## src/rtl/dm_bus_pkg.sv

```systemverilog
`default_nettype none
// ============================================================================
//  Module      : dm_bus_pkg
//  Description : Shared definitions for the data-memory bus responder. Holds
//                the FSM state encoding, the bus response codes, the byte-lane
//                count and the default data returned on a failed read.
//  Revision    : 1.0 - initial release
// ============================================================================
package dm_bus_pkg;

    // FSM state encoding (explicit 3-bit width)
    typedef logic [2:0] dm_state_t;
    localparam dm_state_t c_ST_IDLE    = 3'd0;
    localparam dm_state_t c_ST_RD_ADDR = 3'd1;
    localparam dm_state_t c_ST_RD_DATA = 3'd2;
    localparam dm_state_t c_ST_WR_REQ  = 3'd3;
    localparam dm_state_t c_ST_WR_RESP = 3'd4;
    localparam dm_state_t c_ST_DONE    = 3'd5;

    // Bus response code for a successful transfer
    localparam logic [1:0] c_RESP_OKAY = 2'b00;

    // Byte lanes of the default 32-bit data path
    localparam int c_BYTE_LANES = 4;

    // Value handed to the CPU when a read fails or times out
    localparam logic [31:0] c_ERR_DATA_DEFAULT = 32'hDEAD_BEEF;

endpackage
`default_nettype wire

```

## src/rtl/dm_bus_responder_timer.sv

```systemverilog
`default_nettype none
// ============================================================================
//  Module      : bus_wait_timer
//  Description : Wait-cycle counter for the bus responder. Counts while
//                enabled, returns to zero on clear, and flags the cycle in
//                which the TIMEOUT-th consecutive wait cycle is being spent.
//  Revision    : 1.0 - initial release
//  Ports       : clk        - clock
//                rst        - synchronous active-high reset
//                i_clr      - zero the counter (wins over i_en)
//                i_en       - count this cycle
//                o_expired  - this is the final allowed wait cycle
// ============================================================================
module bus_wait_timer #(
    parameter int TIMEOUT = 255
) (
    input  logic clk,
    input  logic rst,
    input  logic i_clr,
    input  logic i_en,
    output logic o_expired
);

    localparam int c_CNT_W = $clog2(TIMEOUT + 1);
    localparam logic [c_CNT_W-1:0] c_LAST = c_CNT_W'(TIMEOUT - 1);

    logic [c_CNT_W-1:0] r_cnt;

    always_ff @(posedge clk) begin
        if (rst) begin
            r_cnt <= '0;
        end else if (i_clr) begin
            r_cnt <= '0;
        end else if (i_en) begin
            r_cnt <= r_cnt + 1'b1;
        end
    end

    // Counter starts at zero on entry, so value TIMEOUT-1 marks the
    // TIMEOUT-th cycle spent waiting; the FSM leaves at the end of it.
    assign o_expired = i_en && (r_cnt == c_LAST);

endmodule
`default_nettype wire

```

## src/rtl/dm_bus_responder.sv

```systemverilog
`default_nettype none
// ============================================================================
//  Module      : dm_bus_responder
//  Description : Memory-side end of the CPU data-memory port. Turns each
//                SRAM-style request into a single valid/ready bus read or
//                write, stalls the CPU until it completes, then returns the
//                read data on DM_OUT.
//  Revision    : 1.0 - initial release
//  Ports       : clk, rst                 - clock, synchronous active-high reset
//                DM_CEB/WEB/BWEB/A/IN     - CPU request (active-low enables)
//                DM_OUT                   - read data to CPU
//                dm_stall                 - pipeline freeze
//                ar_*, r_*                - bus read address / data channels
//                aw_*, w_*, b_*           - bus write address / data / response
//                bus_err                  - sticky error flag
// ============================================================================
module dm_bus_responder
    import dm_bus_pkg::*;
#(
    parameter int              ADDR_W   = 32,
    parameter int              DATA_W   = 8 * c_BYTE_LANES,
    parameter int              TIMEOUT  = 255,
    parameter logic [DATA_W-1:0] ERR_DATA = c_ERR_DATA_DEFAULT
) (
    input  logic                clk,
    input  logic                rst,
    // CPU side
    input  logic                DM_CEB,
    input  logic                DM_WEB,
    input  logic [DATA_W/8-1:0] DM_BWEB,
    input  logic [ADDR_W-1:0]   DM_A,
    input  logic [DATA_W-1:0]   DM_IN,
    output logic [DATA_W-1:0]   DM_OUT,
    output logic                dm_stall,
    // Read channels
    output logic                ar_valid,
    input  logic                ar_ready,
    output logic [ADDR_W-1:0]   ar_addr,
    input  logic                r_valid,
    output logic                r_ready,
    input  logic [DATA_W-1:0]   r_data,
    input  logic [1:0]          r_resp,
    // Write channels
    output logic                aw_valid,
    input  logic                aw_ready,
    output logic [ADDR_W-1:0]   aw_addr,
    output logic                w_valid,
    input  logic                w_ready,
    output logic [DATA_W-1:0]   w_data,
    output logic [DATA_W/8-1:0] w_strb,
    input  logic                b_valid,
    output logic                b_ready,
    input  logic [1:0]          b_resp,
    output logic                bus_err
);

    localparam int c_LANES = DATA_W / 8;

    dm_state_t           r_state;
    logic [ADDR_W-1:0]   r_addr;
    logic [DATA_W-1:0]   r_wdata;
    logic [c_LANES-1:0]  r_strb;
    logic [DATA_W-1:0]   r_dm_out;
    logic                r_bus_err;
    logic                r_ar_valid;
    logic                r_r_ready;
    logic                r_aw_valid;
    logic                r_w_valid;
    logic                r_b_ready;
    logic                r_aw_done;
    logic                r_w_done;

    logic w_wait;
    logic w_ar_hs;
    logic w_r_hs;
    logic w_aw_hs;
    logic w_w_hs;
    logic w_b_hs;
    logic w_aw_ok;
    logic w_w_ok;
    logic w_timer_clr;
    logic w_expired;

    assign w_wait = (r_state == c_ST_RD_ADDR) || (r_state == c_ST_RD_DATA) ||
                    (r_state == c_ST_WR_REQ)  || (r_state == c_ST_WR_RESP);

    assign w_ar_hs = r_ar_valid && ar_ready;
    assign w_r_hs  = r_r_ready  && r_valid;
    assign w_aw_hs = r_aw_valid && aw_ready;
    assign w_w_hs  = r_w_valid  && w_ready;
    assign w_b_hs  = r_b_ready  && b_valid;

    // A write channel counts as accepted if it completed earlier or completes now
    assign w_aw_ok = r_aw_done || w_aw_hs;
    assign w_w_ok  = r_w_done  || w_w_hs;

    // Clear outside the wait states and on each wait-to-wait transition so
    // every wait state gets its own full TIMEOUT budget.
    assign w_timer_clr = !w_wait ||
                         ((r_state == c_ST_RD_ADDR) && w_ar_hs) ||
                         ((r_state == c_ST_WR_REQ)  && w_aw_ok && w_w_ok);

    bus_wait_timer #(
        .TIMEOUT (TIMEOUT)
    ) u_timer (
        .clk       (clk),
        .rst       (rst),
        .i_clr     (w_timer_clr),
        .i_en      (w_wait),
        .o_expired (w_expired)
    );

    always_ff @(posedge clk) begin
        if (rst) begin
            r_state    <= c_ST_IDLE;
            r_addr     <= '0;
            r_wdata    <= '0;
            r_strb     <= '0;
            r_dm_out   <= '0;
            r_bus_err  <= 1'b0;
            r_ar_valid <= 1'b0;
            r_r_ready  <= 1'b0;
            r_aw_valid <= 1'b0;
            r_w_valid  <= 1'b0;
            r_b_ready  <= 1'b0;
            r_aw_done  <= 1'b0;
            r_w_done   <= 1'b0;
        end else begin
            case (r_state)
                c_ST_IDLE: begin
                    if (!DM_CEB) begin
                        r_addr  <= DM_A;
                        r_wdata <= DM_IN;
                        r_strb  <= ~DM_BWEB;
                        if (DM_WEB) begin
                            r_ar_valid <= 1'b1;
                            r_state    <= c_ST_RD_ADDR;
                        end else if (DM_BWEB != {c_LANES{1'b1}}) begin
                            r_aw_valid <= 1'b1;
                            r_w_valid  <= 1'b1;
                            r_aw_done  <= 1'b0;
                            r_w_done   <= 1'b0;
                            r_state    <= c_ST_WR_REQ;
                        end else begin
                            // Every lane disabled: nothing to put on the bus
                            r_state <= c_ST_DONE;
                        end
                    end
                end

                c_ST_RD_ADDR: begin
                    if (w_ar_hs) begin
                        r_ar_valid <= 1'b0;
                        r_r_ready  <= 1'b1;
                        r_state    <= c_ST_RD_DATA;
                    end else if (w_expired) begin
                        r_ar_valid <= 1'b0;
                        r_dm_out   <= ERR_DATA;
                        r_bus_err  <= 1'b1;
                        r_state    <= c_ST_DONE;
                    end
                end

                c_ST_RD_DATA: begin
                    if (w_r_hs) begin
                        r_r_ready <= 1'b0;
                        if (r_resp == c_RESP_OKAY) begin
                            r_dm_out <= r_data;
                        end else begin
                            r_dm_out  <= ERR_DATA;
                            r_bus_err <= 1'b1;
                        end
                        r_state <= c_ST_DONE;
                    end else if (w_expired) begin
                        r_r_ready <= 1'b0;
                        r_dm_out  <= ERR_DATA;
                        r_bus_err <= 1'b1;
                        r_state   <= c_ST_DONE;
                    end
                end

                c_ST_WR_REQ: begin
                    if (w_aw_ok && w_w_ok) begin
                        r_aw_valid <= 1'b0;
                        r_w_valid  <= 1'b0;
                        r_b_ready  <= 1'b1;
                        r_state    <= c_ST_WR_RESP;
                    end else if (w_expired) begin
                        r_aw_valid <= 1'b0;
                        r_w_valid  <= 1'b0;
                        r_bus_err  <= 1'b1;
                        r_state    <= c_ST_DONE;
                    end else begin
                        // Channels retire independently, in either order
                        if (w_aw_hs) begin
                            r_aw_valid <= 1'b0;
                            r_aw_done  <= 1'b1;
                        end
                        if (w_w_hs) begin
                            r_w_valid <= 1'b0;
                            r_w_done  <= 1'b1;
                        end
                    end
                end

                c_ST_WR_RESP: begin
                    if (w_b_hs) begin
                        r_b_ready <= 1'b0;
                        if (b_resp != c_RESP_OKAY) begin
                            r_bus_err <= 1'b1;
                        end
                        r_state <= c_ST_DONE;
                    end else if (w_expired) begin
                        r_b_ready <= 1'b0;
                        r_bus_err <= 1'b1;
                        r_state   <= c_ST_DONE;
                    end
                end

                // One unstalled cycle lets the CPU advance; the request still
                // on its pins belongs to the finished access and is ignored.
                c_ST_DONE: begin
                    r_state <= c_ST_IDLE;
                end

                default: begin
                    r_state <= c_ST_IDLE;
                end
            endcase
        end
    end

    assign dm_stall = w_wait || ((r_state == c_ST_IDLE) && !DM_CEB);

    assign DM_OUT   = r_dm_out;
    assign bus_err  = r_bus_err;
    assign ar_valid = r_ar_valid;
    assign ar_addr  = r_addr;
    assign r_ready  = r_r_ready;
    assign aw_valid = r_aw_valid;
    assign aw_addr  = r_addr;
    assign w_valid  = r_w_valid;
    assign w_data   = r_wdata;
    assign w_strb   = r_strb;
    assign b_ready  = r_b_ready;

endmodule
`default_nettype wire

```

## config.mk

```make
export PLATFORM = sky130hd
export DESIGN_NAME = dm_bus_responder
export DESIGN_NICKNAME = d
export VERILOG_FILES = /design/src/rtl/dm_bus_pkg.sv /design/src/rtl/dm_bus_responder_timer.sv /design/src/rtl/dm_bus_responder.sv
export SDC_FILE = /design/constraint.sdc
export NUM_CORES = 1
export LEC_CHECK = 0
export ABC_CLOCK_PERIOD_IN_PS = 2900
export CAP_MARGIN = 20
export CORE_MARGIN = 3
export CORE_UTILIZATION = 40
export DETAILED_ROUTE_END_ITERATION = 16
export PLACE_DENSITY_LB_ADDON = 0.2
export SYNTH_ARGS = -nofsm -noshare
export SYNTH_HDL_FRONTEND = slang
export SYNTH_HIERARCHICAL = 1
export SYNTH_SLANG_ARGS = --single-unit
```

## constraint.sdc

```tcl
create_clock -name clk -period 2.9 [get_ports clk]
set_clock_uncertainty 0.15 [all_clocks]
set_input_delay 0.58 -clock clk [delete_from_list [all_inputs] [get_ports clk]]
set_output_delay 0.58 -clock clk [all_outputs]
set_load 0.01 [all_outputs]
```

# After elaboration in Yosys (flattened, before gate mapping)
# Cells that the tools add are included.
# word_totals
latchBits	0
wordCells	136
mem_bits_rw	0
n_memories	0
rom_bits	0
regBits	119
output_inout_bits	139
# classes
n_mux	55
div	0
bitwise	2
n_mul	0
n_shift	0
eq_ne	24
order_cmp	0
addsub	1
n_reduce_logical	40
# op_table
op	count
$mux 32	4
$pmux 32 s2	1
$mux 1	33
$mux 3	8
$ne 2x2->1 const B	10
$pmux 3 s5	1
$reduce_and 5->1	3
$pmux 1 s2	7
$reduce_and 7->1	2
$ne 3x2->1 const B	4
$logic_and 1x1->1	11
$reduce_bool 2->1	5
$add 8x1->8 const B	1
$eq 8x8->1 const B	1
$logic_or 1x1->1	8
$ne 4x2->1 const B	2
$eq 3x2->1 const B	2
$reduce_and 3->1	2
$ne 4x4->1 const B	1
$not 4->4	1
$pmux 1 s4	1
$reduce_and 2->1	2
$reduce_and 4->1	1
$reduce_bool 4->1	1
other kinds (9)	10

# Longest topological paths before layout
# logic_depth
ltp_word	8
ltp_mapped	13
ltp_nobuf	8

# Cells and area by module
# The synthesis kept the hierarchy.
# modules_own_cells
mod	area_each_um2	n_inst	seq_area_each_um2	cells_per_inst
dm_bus_responder	4446.8	1	2222.1	509
bus_wait_timer	377.9	1	160.2	42

# Least setup slack after synthesis
# No wires, ideal clock.
# synth_timing
path_kind	flip-flop to flip-flop
from	reg r_state[1]
to	reg r_dm_out[10] (netlist: DM_OUT[10])
t_arrival_ns	2.372
setup_time_ns	0.060
setup_slack_ns	0.318
t_required_ns	2.690
path_stages_with_launch	14
cell_sequence	dfxtp_1 -> buf_4 -> buf_2 -> o21a_1 -> nor2_1 -> buf_4 -> nand4_4 -> nor2_1 -> buf_2 -> inv_1 -> o32a_1 -> nor2_4 -> buf_6 -> o221a_1
# synth_between
elab_chain_cells	8
# synth_rtl
element	line_no	rtl
start, declared	dm_bus_responder.sv:59	dm_state_t r_state;
start signal, assigned	dm_bus_responder.sv:115	r_state <= c_ST_IDLE;
start signal, assigned	dm_bus_responder.sv:137	r_state <= c_ST_RD_ADDR;
start signal, assigned	dm_bus_responder.sv:143	r_state <= c_ST_WR_REQ;
$eq 3x1->1 / $eq 3x2->1 (equally long branches)	dm_bus_responder.sv:84	assign w_wait = (r_state == c_ST_RD_ADDR) || (r_state == c_ST_RD_DATA) ||
$logic_or 1x1->1 (2 in series)	dm_bus_responder.sv:84	
$logic_or 1x1->1 (*)	dm_bus_responder.sv:85	(r_state == c_ST_WR_REQ) || (r_state == c_ST_WR_RESP);
net w_wait	dm_bus_responder.sv:73	logic w_wait;
$logic_and 1x1->1 (*)	dm_bus_responder_timer.sv:41	assign o_expired = i_en && (r_cnt == c_LAST);
net w_expired	dm_bus_responder.sv:82	logic w_expired;
$mux 32 (*)	--	
$mux 32 (on tied branches)	--	
$pmux 32 s2 (*)	dm_bus_responder.sv:129	case (r_state)
end signal, assigned	dm_bus_responder.sv:168	r_dm_out <= r_data;
end, declared	dm_bus_responder.sv:63	logic [DATA_W-1:0] r_dm_out;
# The timed path passes the listed nets; every way through them passes the cells marked *. The select of a mux whose other input is x is not followed.
# A chain may end at the register's enable or synchronous reset.

# Worst setup path after layout
# layout_timing
from	in DM_CEB
to	out dm_stall
# layout_between
elab_chain_cells	3
# layout_rtl
element	line_no	rtl
start, declared	dm_bus_responder.sv:28	input logic DM_CEB,
$logic_not 1->1	dm_bus_responder.sv:233	assign dm_stall = w_wait || ((r_state == c_ST_IDLE) && !DM_CEB);
$logic_and 1x1->1	dm_bus_responder.sv:233	
$logic_or 1x1->1	dm_bus_responder.sv:233	
end, declared	dm_bus_responder.sv:34	output logic dm_stall,
# No other way between the ends.

==> metrics.yaml <==
outcome: "complete, no violations"
cts_tree: "yes"
finalHoldViolations: 0
arrival_ps: 1970
dpl.hpwl_mm: 10.7
ys_warn_count: 6
cts_buffers: 17
crit_required_ps: 2170
syn-num-nets: 666
fin_crit_sh_pct: 93.0
track_usage_pct: 21.2
cp_slowest_cell: "clkdlybuf4s50_1"
postSynthCellCount: 551
final_layout_size_suffix_gt1_share_pct: 7.62
fin_cells: 917
slowest_delay_ps: 590
io_pins: 252
grt_pass1_wl_mm: 22.3
crit_fanout: 2
grt_pass1_vias: 4482
max_freq_ghz: 0.371
drt_wl_total_mm: 14.7
powerDensity_nw_per_um2: 629
rsz0062_at_grt: "false"
detail-route-antenna-nets: 0
antenna_found_initial: 0
drcViolationCount: 0
root_buffer: "clkbuf_16"
nets: 877
path_cells: "clkdlybuf4s50_1, nor2b_1, a21oi_1, clkdlybuf4s50_1"
place_inst: 886
core_area_um2: 11600
critPathKind: "in -> out"
io_buffers: 251
synth_area_per_cell_um2: 8.76
setup_tns_ps: 0
start_kind: "primary input"
crit_path_end_kind: "primary output"
vias_per_cell: 5.08
synth_seq_cells: 119
hp-class: "reg -> reg"
cts.repair.resized: 0
clkTransAtPathRegs_ps: 50
place_area_um2: 7180
pre_cts_ws_ps: 204
cts_buffer_depth: 2
core.rowCount: 39
setup_viol: 0
grt_max_degree: 65
netlist_area_um2: 4820
critical-path-top-delay-family: "buffers and inverters"
detail_route.wl_per_cell_um: 16.0
initial_core_util_pct: 41.5
yosys.cell_types.count: 48
final.setup.worst_slack_ps: 202
vias: 4654
cp.buffers_inverters: 2
area_delta_synth_final_pct: 61.4
ys_seq_area_share_pct: 49.4
drt_iter0_markers: 302
ir_drop_mv: 0.418
p_leak_uw: 0.00281
finalCriticalPeriod_ps: 2700
hold_buffers: 0
cap_violations: 0
first_pass_iters: 5
die-area_um2: 13400
maxSlewHeadroom_pct: 56.5
htree_levels: 4
postCtsSetupBuffers: 0
die_x_um: 116
insertion_delay_ps: 410
die_y_um: 116
final_cell_area_um2: 7790
crit_path_frequent_cell: "clkdlybuf4s50_1"
clock-sinks: 119
finalMaxSlewViolations: 0
antenna_cells: 0
gp_congestion: 0.814
grt_overflow: 0
tightest_slew_ps: 653
## layer usage
metal | GRT usage, % | vias up | wire length, um
met5 | 0 | - | 0
met4 | 7.97 | 0 | 227
met3 | 7.73 | 22 | 1270
met2 | 36.1 | 184 | 7240
met1 | 24.4 | 2156 | 5930
li1 | - | 2292 | -
## cell families (layout without fill, tap and decap cells)
kind of cell    Yosys count  count (layout)  synth area share, %
compound gates          146             146                 19.7
xor+xnor                  5               5                0.908
fa+ha+maj                 2               2                0.519
buf+inv                  75             298                 9.65
flops                   119             119                 49.4
mux                       1               1                0.207
simple gates            203             203                 19.6
## final timing paths
check                   from          to  slack [ps]  cells after the start
setup / recovery      DM_CEB    dm_stall         200                      4
hold / removal     w_data[8]   w_data[8]         300                      2
setup reg to reg  r_state[2]  DM_OUT[16]         260                      9
hold reg to reg    w_data[8]   w_data[8]         300                      2
## where the power goes
part	internal (uW)	switching (uW)
Sequential	1740	72.4
Combinational	509	427
Clock	1450	702
Total	3700	1200
## worst min-delay path: cells and delay by family (launching register included)
family / cells / cell delay, ps
DFF: 1 / 300
and+or+nand+nor: 1 / 50
AOI/OAI and AO/OA: 1 / 50
## cell type report
type | instances | area [um^2]
Sequential cell | 119 | 2380
Timing Repair Buffer | 264 | 2630
Fill cell | 940 | 3830
Clock buffer | 21 | 450
Multi-Input combinational cell | 357 | 1980
Clock inverter | 10 | 153
Inverter | 3 | 11.3
Tap cell | 143 | 179
## synth_stat cells (all sizes together)
master	count	share of area [%]
and2	4	0.52
a211oi	6	0.93
a21oi	85	8.8
xor2	3	0.54
nand2b	5	0.80
a22oi	1	0.16
o311a	1	0.21
o21bai	1	0.16
o31a	2	0.36
o32a	2	0.41
and3b	1	0.18
or2	2	0.26
nor2	20	1.7
o21ai	15	1.6
or4	2	0.47
nand4b	2	0.67
nand2	148	12
o32ai	1	0.18
o41ai	3	0.54
or3	3	0.39
nor3	5	0.52
dfxtp	119	49
mux2i	1	0.21
buf	47	7.5
clkbuf	25	1.9
inv	3	0.23
o221a	23	5.4
ha	2	0.52
a41oi	2	0.36
nand4	6	1.1
nor4b	1	0.49
nor4	2	0.70
a2bb2oi	1	0.18
nor2b	1	0.13
xnor2	2	0.36
o2bb2ai	1	0.18
o21a	2	0.31
nor3b	1	0.16
## registers in the layout (all words and copies together) (netlist names), 3 cells and up
register,cells
DM_OUT,32
ar_addr,32
r_state,3
u_timer/r_cnt,8
w_data,32
w_strb,4
## stage by stage
stage,util [%],hold slack [ps],power [uW]
floorplan,-,308,2300
global placement,61.8,291,2770
detailed placement,61.8,296,2790
CTS,67.0,303,4950
global route,67.1,322,5110
finish,67.1,300,4900
## cells in the final DEF, fill, tap and decap left out, drive strengths merged, types with 6 or more instances in the layout
cell | netlist | layout
clkdlybuf4s50 | 0 | 250
nand2 | 148 | 148
dfxtp | 119 | 119
a21oi | 85 | 85
o221a | 23 | 23
clkbuf | 25 | 21
nor2 | 20 | 20
o21ai | 15 | 15
buf | 47 | 14
a211oi | 6 | 6
nand4 | 6 | 6
Note: power is estimated with default switching activity, not from simulation.
